[src/rtl/cp0_pkg.sv]
// Shared constants for the CP0 / exception-commit unit: exception codes,
// {rd, sel} register addresses, Status/Cause write masks, wb_exc bit
// positions and the redirect FSM state type.
package cp0_pkg;

  // ExcCode values written into Cause[6:2]
  localparam logic [4:0] EXC_INT  = 5'd0;
  localparam logic [4:0] EXC_ADEL = 5'd4;
  localparam logic [4:0] EXC_ADES = 5'd5;
  localparam logic [4:0] EXC_SYS  = 5'd8;
  localparam logic [4:0] EXC_BP   = 5'd9;
  localparam logic [4:0] EXC_RI   = 5'd10;
  localparam logic [4:0] EXC_OV   = 5'd12;

  // CP0 register addresses as {rd, sel}
  localparam logic [7:0] ADDR_BADVADDR = {5'd8,  3'd0};
  localparam logic [7:0] ADDR_COUNT    = {5'd9,  3'd0};
  localparam logic [7:0] ADDR_COMPARE  = {5'd11, 3'd0};
  localparam logic [7:0] ADDR_STATUS   = {5'd12, 3'd0};
  localparam logic [7:0] ADDR_CAUSE    = {5'd13, 3'd0};
  localparam logic [7:0] ADDR_EPC      = {5'd14, 3'd0};

  // Status: BEV is hard-wired to 1, only IM/EXL/IE are software visible
  localparam logic [31:0] STATUS_RESET = 32'h0040_0000;
  localparam logic [31:0] STATUS_WMASK = 32'h0000_ff03;
  // Cause: only the two software interrupt pending bits are writable
  localparam logic [31:0] CAUSE_WMASK  = 32'h0000_0300;

  // Bit positions inside wb_exc = {ades, adel, brk, sys, ov, ri, adel_if}
  localparam int WB_ADEL_IF = 0;
  localparam int WB_RI      = 1;
  localparam int WB_OV      = 2;
  localparam int WB_SYS     = 3;
  localparam int WB_BRK     = 4;
  localparam int WB_ADEL    = 5;
  localparam int WB_ADES    = 6;

  typedef enum logic {
    ST_IDLE,
    ST_PEND
  } redir_state_t;

  // Fixed priority: interrupt first, then fetch error, then decode/execute
  // faults, then data-side address errors.
  function automatic logic [4:0] exc_code_of(input logic int_req, input logic [6:0] exc);
    logic [4:0] code;
    code = EXC_INT;
    if (int_req)              code = EXC_INT;
    else if (exc[WB_ADEL_IF]) code = EXC_ADEL;
    else if (exc[WB_RI])      code = EXC_RI;
    else if (exc[WB_OV])      code = EXC_OV;
    else if (exc[WB_SYS])     code = EXC_SYS;
    else if (exc[WB_BRK])     code = EXC_BP;
    else if (exc[WB_ADEL])    code = EXC_ADEL;
    else if (exc[WB_ADES])    code = EXC_ADES;
    return code;
  endfunction

endpackage

[src/rtl/cp0_timer.sv]
// Count/Compare timer with a prescaler: Count advances once every
// COUNT_DIV clocks and TI latches when the incremented Count meets Compare.
module cp0_timer #(
  parameter int COUNT_DIV = 2
) (
  input  logic        clk,
  input  logic        reset,
  input  logic        count_we,
  input  logic        compare_we,
  input  logic [31:0] wdata,
  output logic        tick,
  output logic [31:0] count,
  output logic [31:0] compare,
  output logic        ti
);

  localparam int PW = (COUNT_DIV > 1) ? $clog2(COUNT_DIV) : 1;
  localparam logic [PW-1:0] PRESC_MAX = PW'(COUNT_DIV - 1);

  logic [PW-1:0] presc;
  logic [31:0]   count_next;

  assign tick       = (presc == PRESC_MAX);
  assign count_next = count + 32'd1;

  // Prescaler wraps on tick; a software Count write restarts the period
  always_ff @(posedge clk or posedge reset) begin
    if (reset)                presc <= '0;
    else if (count_we || tick) presc <= '0;
    else                      presc <= presc + PW'(1);
  end

  // Count: a software write takes precedence over a same-cycle tick
  always_ff @(posedge clk or posedge reset) begin
    if (reset)         count <= '0;
    else if (count_we) count <= wdata;
    else if (tick)     count <= count_next;
  end

  // Compare register, software written only
  always_ff @(posedge clk or posedge reset) begin
    if (reset)           compare <= '0;
    else if (compare_we) compare <= wdata;
  end

  // TI: writing Compare clears it even if a match happens the same cycle
  always_ff @(posedge clk or posedge reset) begin
    if (reset)                                           ti <= 1'b0;
    else if (compare_we)                                 ti <= 1'b0;
    else if (tick && !count_we && count_next == compare) ti <= 1'b1;
  end

endmodule

[src/rtl/cp0_exc_unit.sv]
// Writeback-stage CP0: holds Status/Cause/EPC/BadVAddr plus the timer,
// prioritises exceptions and interrupts on the committing instruction,
// pulses cancel and holds a fetch redirect until fetch accepts it.
module cp0_exc_unit
  import cp0_pkg::*;
#(
  parameter int          HW_INT_NUM      = 6,
  parameter logic [31:0] EXC_VECTOR      = 32'hbfc00380,
  parameter int          COUNT_DIV       = 2,
  parameter int          INT_SYNC_STAGES = 2
) (
  input  logic                  clk,
  input  logic                  reset,
  input  logic                  wb_valid,
  input  logic [31:0]           wb_pc,
  input  logic                  wb_bd,
  input  logic [6:0]            wb_exc,
  input  logic [31:0]           wb_badvaddr,
  input  logic                  wb_eret,
  input  logic                  wb_mtc0,
  input  logic                  wb_mfc0,
  input  logic [7:0]            wb_cp0_addr,
  input  logic [31:0]           wb_wdata,
  output logic [31:0]           cp0_rdata,
  input  logic [HW_INT_NUM-1:0] ext_int,
  output logic                  cancel,
  output logic                  redirect_valid,
  output logic [31:0]           redirect_pc,
  input  logic                  redirect_ready,
  output logic [31:0]           status,
  output logic [31:0]           cause,
  output logic [31:0]           epc
);

  redir_state_t state;

  logic [INT_SYNC_STAGES-1:0][HW_INT_NUM-1:0] sync_q;
  logic [HW_INT_NUM-1:0] int_sync;
  logic [5:0]  hw_ip;
  logic [7:0]  ip;

  logic [7:0]  im;
  logic        exl;
  logic        ie;
  logic        bd;
  logic [4:0]  exc_code;
  logic [1:0]  ip_sw;
  logic [31:0] epc_q;
  logic [31:0] badvaddr;

  logic [31:0] count;
  logic [31:0] compare;
  logic        ti;
  logic        timer_tick;

  logic        commit_valid;
  logic        int_req;
  logic        take_exc;
  logic        event_any;
  logic        exc_event;
  logic        eret_event;
  logic        mtc0_en;
  logic [4:0]  code_sel;
  logic [31:0] target_pc;

  // Interrupt line synchroniser chain, oldest stage feeds Cause.IP
  always_ff @(posedge clk or posedge reset) begin
    if (reset) begin
      sync_q <= '0;
    end else begin
      sync_q[0] <= ext_int;
      for (int i = 1; i < INT_SYNC_STAGES; i++) sync_q[i] <= sync_q[i-1];
    end
  end

  assign int_sync = sync_q[INT_SYNC_STAGES-1];

  // Spread the configured lines over IP[7:2]; absent lines read 0
  always_comb begin
    hw_ip = '0;
    for (int i = 0; i < HW_INT_NUM; i++) hw_ip[i] = int_sync[i];
  end

  assign ip     = {ti | hw_ip[5], hw_ip[4:0], ip_sw};
  assign status = STATUS_RESET | {16'h0, im, 6'h0, exl, ie};
  assign cause  = {bd, ti, 14'h0, ip, 1'b0, exc_code, 2'b00};
  assign epc    = epc_q;

  assign int_req      = (|(ip & im)) & ie & ~exl;
  assign commit_valid = wb_valid && (state == ST_IDLE);
  assign take_exc     = int_req || (|wb_exc);
  assign event_any    = commit_valid && (take_exc || wb_eret);
  assign exc_event    = commit_valid && take_exc;
  assign eret_event   = event_any && !take_exc;
  assign mtc0_en      = commit_valid && wb_mtc0 && !event_any;
  assign code_sel     = exc_code_of(int_req, wb_exc);
  assign target_pc    = take_exc ? EXC_VECTOR : epc_q;
  assign cancel       = event_any;

  // Status fields: exception entry sets EXL, eret clears it, else mtc0
  always_ff @(posedge clk or posedge reset) begin
    if (reset) begin
      im  <= '0;
      exl <= 1'b0;
      ie  <= 1'b0;
    end else if (exc_event) begin
      exl <= 1'b1;
    end else if (eret_event) begin
      exl <= 1'b0;
    end else if (mtc0_en && wb_cp0_addr == ADDR_STATUS) begin
      im  <= wb_wdata[15:8] & STATUS_WMASK[15:8];
      exl <= wb_wdata[1];
      ie  <= wb_wdata[0];
    end
  end

  // Cause BD/ExcCode on exception entry, software IP bits on mtc0
  always_ff @(posedge clk or posedge reset) begin
    if (reset) begin
      bd       <= 1'b0;
      exc_code <= '0;
      ip_sw    <= '0;
    end else if (exc_event) begin
      bd       <= wb_bd;
      exc_code <= code_sel;
    end else if (mtc0_en && wb_cp0_addr == ADDR_CAUSE) begin
      ip_sw <= wb_wdata[9:8] & CAUSE_WMASK[9:8];
    end
  end

  // EPC points at the branch when the faulting instruction is in its slot
  always_ff @(posedge clk or posedge reset) begin
    if (reset)                                        epc_q <= '0;
    else if (exc_event)                               epc_q <= wb_bd ? (wb_pc - 32'd4) : wb_pc;
    else if (mtc0_en && wb_cp0_addr == ADDR_EPC)      epc_q <= wb_wdata;
  end

  // BadVAddr only follows the winning address-error exception
  always_ff @(posedge clk or posedge reset) begin
    if (reset) begin
      badvaddr <= '0;
    end else if (exc_event && !int_req) begin
      if (wb_exc[WB_ADEL_IF])                               badvaddr <= wb_pc;
      else if (code_sel == EXC_ADEL || code_sel == EXC_ADES) badvaddr <= wb_badvaddr;
    end
  end

  // Redirect handshake: latch the target on commit, hold until accepted
  always_ff @(posedge clk or posedge reset) begin
    if (reset) begin
      state          <= ST_IDLE;
      redirect_valid <= 1'b0;
      redirect_pc    <= '0;
    end else begin
      case (state)
        ST_IDLE: begin
          if (event_any) begin
            state          <= ST_PEND;
            redirect_valid <= 1'b1;
            redirect_pc    <= target_pc;
          end
        end
        ST_PEND: begin
          if (redirect_ready) begin
            state          <= ST_IDLE;
            redirect_valid <= 1'b0;
          end
        end
        default: begin
          state          <= ST_IDLE;
          redirect_valid <= 1'b0;
        end
      endcase
    end
  end

  cp0_timer #(
    .COUNT_DIV (COUNT_DIV)
  ) u_timer (
    .clk        (clk),
    .reset      (reset),
    .count_we   (mtc0_en && wb_cp0_addr == ADDR_COUNT),
    .compare_we (mtc0_en && wb_cp0_addr == ADDR_COMPARE),
    .wdata      (wb_wdata),
    .tick       (timer_tick),
    .count      (count),
    .compare    (compare),
    .ti         (ti)
  );

  // mfc0 read mux, returns the value held before this cycle's edge
  always_comb begin
    cp0_rdata = '0;
    if (wb_mfc0) begin
      case (wb_cp0_addr)
        ADDR_BADVADDR: cp0_rdata = badvaddr;
        ADDR_COUNT:    cp0_rdata = count;
        ADDR_COMPARE:  cp0_rdata = compare;
        ADDR_STATUS:   cp0_rdata = status;
        ADDR_CAUSE:    cp0_rdata = cause;
        ADDR_EPC:      cp0_rdata = epc_q;
        default:       cp0_rdata = '0;
      endcase
    end
  end

endmodule

[config.mk]
export PLATFORM = sky130hd
export DESIGN_NAME = cp0_exc_unit
export DESIGN_NICKNAME = d
export VERILOG_FILES = /design/src/rtl/cp0_pkg.sv /design/src/rtl/cp0_timer.sv /design/src/rtl/cp0_exc_unit.sv
export SDC_FILE = /design/constraint.sdc
export NUM_CORES = 1
export LEC_CHECK = 0
export CAP_MARGIN = 15
export CORE_ASPECT_RATIO = 0.9
export CORE_MARGIN = 3
export CORE_UTILIZATION = 45
export CTS_CLUSTER_SIZE = 28
export DETAILED_ROUTE_END_ITERATION = 8
export PLACE_DENSITY = 0.77
export SYNTH_ARGS = -nofsm -noshare
export SYNTH_HDL_FRONTEND = slang
export SYNTH_SLANG_ARGS = --single-unit
[constraint.sdc]
create_clock -name clk -period 6.7 [get_ports clk]
set_input_delay 1.675 -clock clk [delete_from_list [all_inputs] [get_ports clk]]
set_output_delay 1.675 -clock clk [all_outputs]
set_load 0.02 [all_outputs]
# After elaboration in Yosys (flattened, before gate mapping)
# Index checks and enable logic that the tools add are counted.
[word_totals] register_bits=194 latchBits=0 ram_bits=0 rom_bits=0 out_inout_bits=162 wordCells=103 memories=0
[op_classes] add_sub_neg=3 n_mul=0 div=0 order_cmp=0 eq_ne=11 shift=0 muxes=30 bitwise_logic=8 reduce_logical=34
[op_table] operator="2-to-1 mux 32 bit" n=9
[op_table] operator="one-hot mux 32 bit (6 select lines)" n=1
[op_table] operator="== test 8 x 7 -> 1 bit, second input constant" n=6
[op_table] operator="adder 32 x 1 -> 32 bit, second input constant" n=1
[op_table] operator="== test 32 bit" n=1
[op_table] operator="subtractor 32 x 3 -> 32 bit, second input constant" n=1
[op_table] operator="2-to-1 mux 4 bit" n=6
[op_table] operator="logical AND 1 bit" n=14
[op_table] operator="== test 5 x 3 -> 1 bit, second input constant" n=2
[op_table] operator="2-to-1 mux 1 bit" n=10
[op_table] operator="AND 8 bit" n=1
[op_table] operator="AND reduction 2 bit" n=4
[op_table] operator="nonzero test 2 bit" n=4
[op_table] operator="OR reduction 8 bit" n=1
[op_table] operator="OR reduction 7 bit" n=1
[op_table] operator="2-to-1 mux 3 bit" n=2
[op_table] operator="logical NOT 1 bit" n=4
[op_table] operator="logical OR 1 bit" n=4
[op_table] operator="inequality test 2 bit, second input constant" n=2
[op_table] operator="inverter 1 bit" n=4
[op_table] operator="one-hot mux 1 bit (2 select lines)" n=2
[op_table] operator="AND reduction 3 bit" n=1
[op_table] operator="nonzero test 3 bit" n=1
[op_table] operator="AND 1 bit" n=2
[op_table] operator="2 further kinds" n=2

# Depth between registers and ports, before layout
# Gate-level depths: netlist of the first run.
[logic_depth] ltp_word=16 depth_mapped=10 mapped_depth_nobuf=8

# Cells and area by module
# From an unflattened synthesis of the first run, not the netlist that was laid out.
[unflattened] hier_cells=1124 area_unflattened_um2=11487.3
[by_module_without_submodules] module="cp0_exc_unit" instances=1 cells_per_inst=682 area_per_inst_um2=7340.8 seq_area_each_um2=3178.0
[by_module_without_submodules] module="cp0_timer" instances=1 cells_per_inst=442 area_per_inst_um2=4146.5 seq_area_each_um2=1651.6

# Worst setup path after synthesis of the first run
# No wires, ideal clock.
[synth_timing] path_type="in2out" from="input port wb_cp0_addr[1]" to="output port cp0_rdata[22]" t_arrival_ns=3.705 setup_slack_ns=1.320 path_stages=8 path_buffers=2 path_cell_list="nor4_1 nand2_1 nor3_1 and2_1 clkbuf_1 clkbuf_1 a222oi_1 a21oi_1"
[synth_between] elab_chain_len=3 word_cells_on_any_way=8
[synth_lines] item="from (decl)" line="cp0_exc_unit.sv:22" text="input logic [7:0] wb_cp0_addr,"
[synth_lines] item="== test 8 x 7 -> 1 bit" line="cp0_exc_unit.sv:195" text="case (wb_cp0_addr)"
[synth_lines] item="one-hot mux 32 bit (6 select lines) (*)" line="cp0_exc_unit.sv:195"
[synth_lines] item="2-to-1 mux 32 bit (*)" line="cp0_exc_unit.sv:194" text="if (wb_mfc0) begin"
[synth_lines] item="to (decl)" line="cp0_exc_unit.sv:24" text="output logic [31:0] cp0_rdata,"
# Mark *: on every way between the ends. The rest lies on a longest branch, timed or not.

# Worst setup path in the final report of the first run
[layout_timing] from="input port wb_cp0_addr[1]" to="output port cp0_rdata[3]"
# The elaborated chain is that of the path after synthesis.

==> impl_results.md, run 1 <==
- Clk buf depth: 2
- Max_slew headroom: 0.285
- # hold bufs at CTS: 0
- Min cycle time layout: 6520 ps
- Post-DRT Antenna Nets: 0
- TritonCTS clock tree: yes
- Hold crit path type: reg -> reg
- Starting density of the core: 0.463
- GRT overflow: 0
- Pre-CTS setup slack: 81.5 ps
- HPWL Detailed: around 31 mm
- Arrival time at the worst endpoint: 4840 ps
- Tcrit/Tclk final: 0.972
- RSZ-0062 raised after global routing: no
- CP max stage cell: clkdlybuf4s50_1
- Total vias in the final route: 10300
- Setup TNS: 0 ps
- Hold Fails Final Rpt: 0
- Area Growth Syn to Fin: 27.7%
- Maximum clock rate: around 150 MHz
- CTS root buf: clkbuf_16
- Sequential fraction of the synthesis area: 0.424
- WP data required: slightly above 5000 ps
- DR iter-0 viols: approximately 1400
- Cell Rows: 54
- Initial antenna violation count: 3
- Clk sinks: 193
- # nets final: approximately 1500
- Vias in the first global route: just under 10000
- Clk pwr share: 0.359
- Leakage Power: between 0.005 and 0.006 µW
- Average wire per standard cell: between 20 and 25 µm
- DP Cell Count: between 1500 and 2000
- Num CTS Buffers: 17
- DRC Markers: 0
- Max-cap violations: 0
- FFs w/ async S/R, synth: 1.00
- Seq pwr share: 0.462
- Max FO, Critical Path: 12
- Dominant delay contributor by cell family on the critical path: simple AND/OR/NAND/NOR gates
- Post-Syn Area: 11400 µm²
- WS Path Type: in -> out
- Most frequent cell after synthesis: dfrtp_1
- I/O pins: about 290
- Switching part of the total power: 0.317
- Crit start category: input pin
- Status: finished, final reports clean
- Synthesized flop and latch total: just under 200
- Final setup violation count: 0
- Placeable Area: 24600 µm²
- Slowest cell delay on critical path: around 630 ps
- 1st-pass router iterations: 9
- Synth area leaders: dfrtp_1 (42%), nand2_1 (6.3%), mux2i_1 (4.9%)
- Post-CTS Setup Bufs: 0
- Switch Pwr: between 900 and 1000 µW
- Largest net degree at the start of global routing: roughly 170
- Internal power: about 2100 µW
- Post-Synthesis Cells: around 1200
- WP buf/inv: 2
- Main synth FF type: dfrtp_1
- EDFF count, synth: 0
- Yosys warning count: 0
- H-tree depth: 4
- Die area: between 20000 and 30000 µm²
- Slew Viols, Final: 0
- Leading area contributor after synthesis: dfrtp_1
- Worst skew pair latency: between 400 and 500 ps
- Post-synth top cells: dfrtp_1 (193), nand2_1 (191), o21ai_0 (75)
- Worst Skew: approximately 19 ps
- Vias/cell: roughly 6
- Crit path capture type: output port
- Pwr Density: between 200 and 250 nW/µm²
- Die H: about 160 µm
- Share of cells above drive strength 1: 0.0919
- RD Place Congestion: 0.964
- Overall routing resource usage: 0.294
- Combinational power share: 0.179
- CP cell instances: clkdlybuf4s50_1, nor4_2, nand2_1, nor2_1, nand2_1, nor2_1, a222oi_1, a21oi_1, clkdlybuf4s50_1
- Non-filler cells, final: ~1800
- Final setup margin: between 150 and 200 ps
- Buffers on Ports: about 250
- Peak VDD IR: 169 µV
- Top cell type's share of synthesized area: 0.424
- First-pass GRT wire length: 61.4 mm
- Worst slew pin tran: 1070 ps
- Worst-path clk slew: 70 ps
- Mean post-synth cell area: 9.42 µm²
- Final wirelength: between 40 and 50 mm
- Yosys cell types: roughly 60
- Die W: ~170 µm
==> per-layer routing <==
metal | GRT usage | share of wire | up-vias
met5 | 0 | 0 | -
met4 | 0.0850 | 0.024 | 0
met3 | 0.0666 | 0.11 | 69
met2 | 0.437 | 0.44 | 618
met1 | 0.431 | 0.43 | 4985
li1 | - | - | 4612
==> final cells by class <==
| cell class | instances | area (µm²) |
|---|---|---|
| fill | 2109 | 10100 |
| clock inverter | 14 | 193 |
| inverter | 16 | 63.8 |
| tap | 336 | 420 |
| multi-input combinational | 905 | 5950 |
| antenna | 3 | 7.51 |
| sequential | 193 | 4830 |
| clock buffer | 17 | 425 |
| timing repair buffer | 270 | 2650 |
==> placed cells by master (no fill, tap or decap), types with 5 or more instances in the layout <==
cell type        Yosys  routed
a21oi_1             33      33
a221oi_1            12      12
a222oi_1            21      21
a22o_1              24      24
a31oi_1             29      29
and2_1               8       7
buf_4               49      23
clkbuf_16            0      17
clkdlybuf4s50_1      0     245
conb_1               2      40
dfrtp_1            193     193
inv_1               16      15
inv_8                0       5
mux2_2              25      25
mux2_4              30      30
mux2i_1             56      56
nand2_1            191     191
nand2b_1             8       7
nand3_1             18      18
nand4_1             26      26
nor2_1              67      67
nor2b_1             11      11
nor3_1              25      24
nor4_1              17      15
o21ai_0             75      75
o22a_1              12      12
o22ai_1             10      10
or3_1                6       6
xnor2_1             60      60
xor2_1              45      45
==> power by group through the flow <==
stage          Clock [µW]  Sequential [µW]  Combinational (µW)
4_1_cts              1100             1400                 545
5_1_grt              1140             1420                 587
2_1_floorplan           0             1410                 250
6_report             1100             1410                 546
3_3_place_gp            0             1430                 533
3_5_place_dp            0             1430                 543
==> metrics by stage <==
step | cell area [µm²] | hold slack [ps] | power (µW) | util
5_1_grt | 14500 | 358 | 3150 | 0.591
2_1_floorplan | 11500 | 331 | 1660 | -
6_report | 14500 | 355 | 3060 | 0.591
3_5_place_dp | 13900 | 336 | 1970 | 0.566
4_1_cts | 14500 | 358 | 3050 | 0.591
3_3_place_gp | 13900 | 331 | 1960 | 0.566
==> state kept, by name, summed over array words and instances, names as in the netlist, 2 cells and up <==
name,cells
exc_code,4
u_timer.compare,32
redirect_pc,32
ip_sw,2
im,8
badvaddr,32
u_timer.count,32
sync_q,6
epc,32
hw_ip,6
==> worst paths after layout <==
check / from / to / slack (ps) / depth (start not counted)
worst max-delay path: wb_cp0_addr[1] / cp0_rdata[3] / 180 / 9
worst min-delay path: sync_q[2]$_DFF_PP0_ / hw_ip[2]$_DFF_PP0_ / 350 / 0
worst max register to register: im[3]$_DFFE_PP0P_ / epc[31]$_DFFE_PP0P_ / 3380 / 8
worst min register to register: sync_q[2]$_DFF_PP0_ / hw_ip[2]$_DFF_PP0_ / 350 / 0
max in group asynchronous: reset / redirect_pc[15]$_DFFE_PP0P_ / 3650 / 3
min in group asynchronous: reset / u_timer.count[21]$_DFFE_PP0P_ / 1680 / 2
==> worst register-to-register path: stages, from the launching register on <==
cell and delay [ps]:
dfrtp_1 450, a222oi_1 400, a41oi_1 530, nor3_2 400, nand4_1 510, buf_4 440, mux2_4 340, nand2_1 60
o21ai_1 70
==> cells by family (layout without fill, tap and decap cells) <==
group / count (synthesis) / in the layout / share of synthesized area
DFF: 193 / 193 / 0.424
other: 2 / 43 / 0.000659
adders and majority gates: 2 / 2 / 0.00220
xor gates and xnor gates: 105 / 105 / 0.0808
and+or+nand+nor: 405 / 405 / 0.167
muxes: 111 / 111 / 0.113
buffers and inverters: 149 / 317 / 0.0689
AOI/OAI and AO/OA: 242 / 242 / 0.143
==> timing repair <==
item | CTS | global route
hold endpoints to repair | 0 | 0
endpoints found under the setup margin | 0 | 7
gates resized for setup | 0 | 1
Power figures use the tool's default switching activity.
==> inputs of run 2 (changes only) <==
--- a/config.mk
+++ b/config.mk
@@ -12,6 +12,7 @@
 export CTS_CLUSTER_SIZE = 28
 export DETAILED_ROUTE_END_ITERATION = 8
 export PLACE_DENSITY = 0.77
+export SKIP_CTS_REPAIR_TIMING = 1
 export SYNTH_ARGS = -nofsm -noshare
 export SYNTH_HDL_FRONTEND = slang
 export SYNTH_SLANG_ARGS = --single-unit
==> results of run 2 <==
The final DEF is identical to that of run 1; final timing and power are the same.
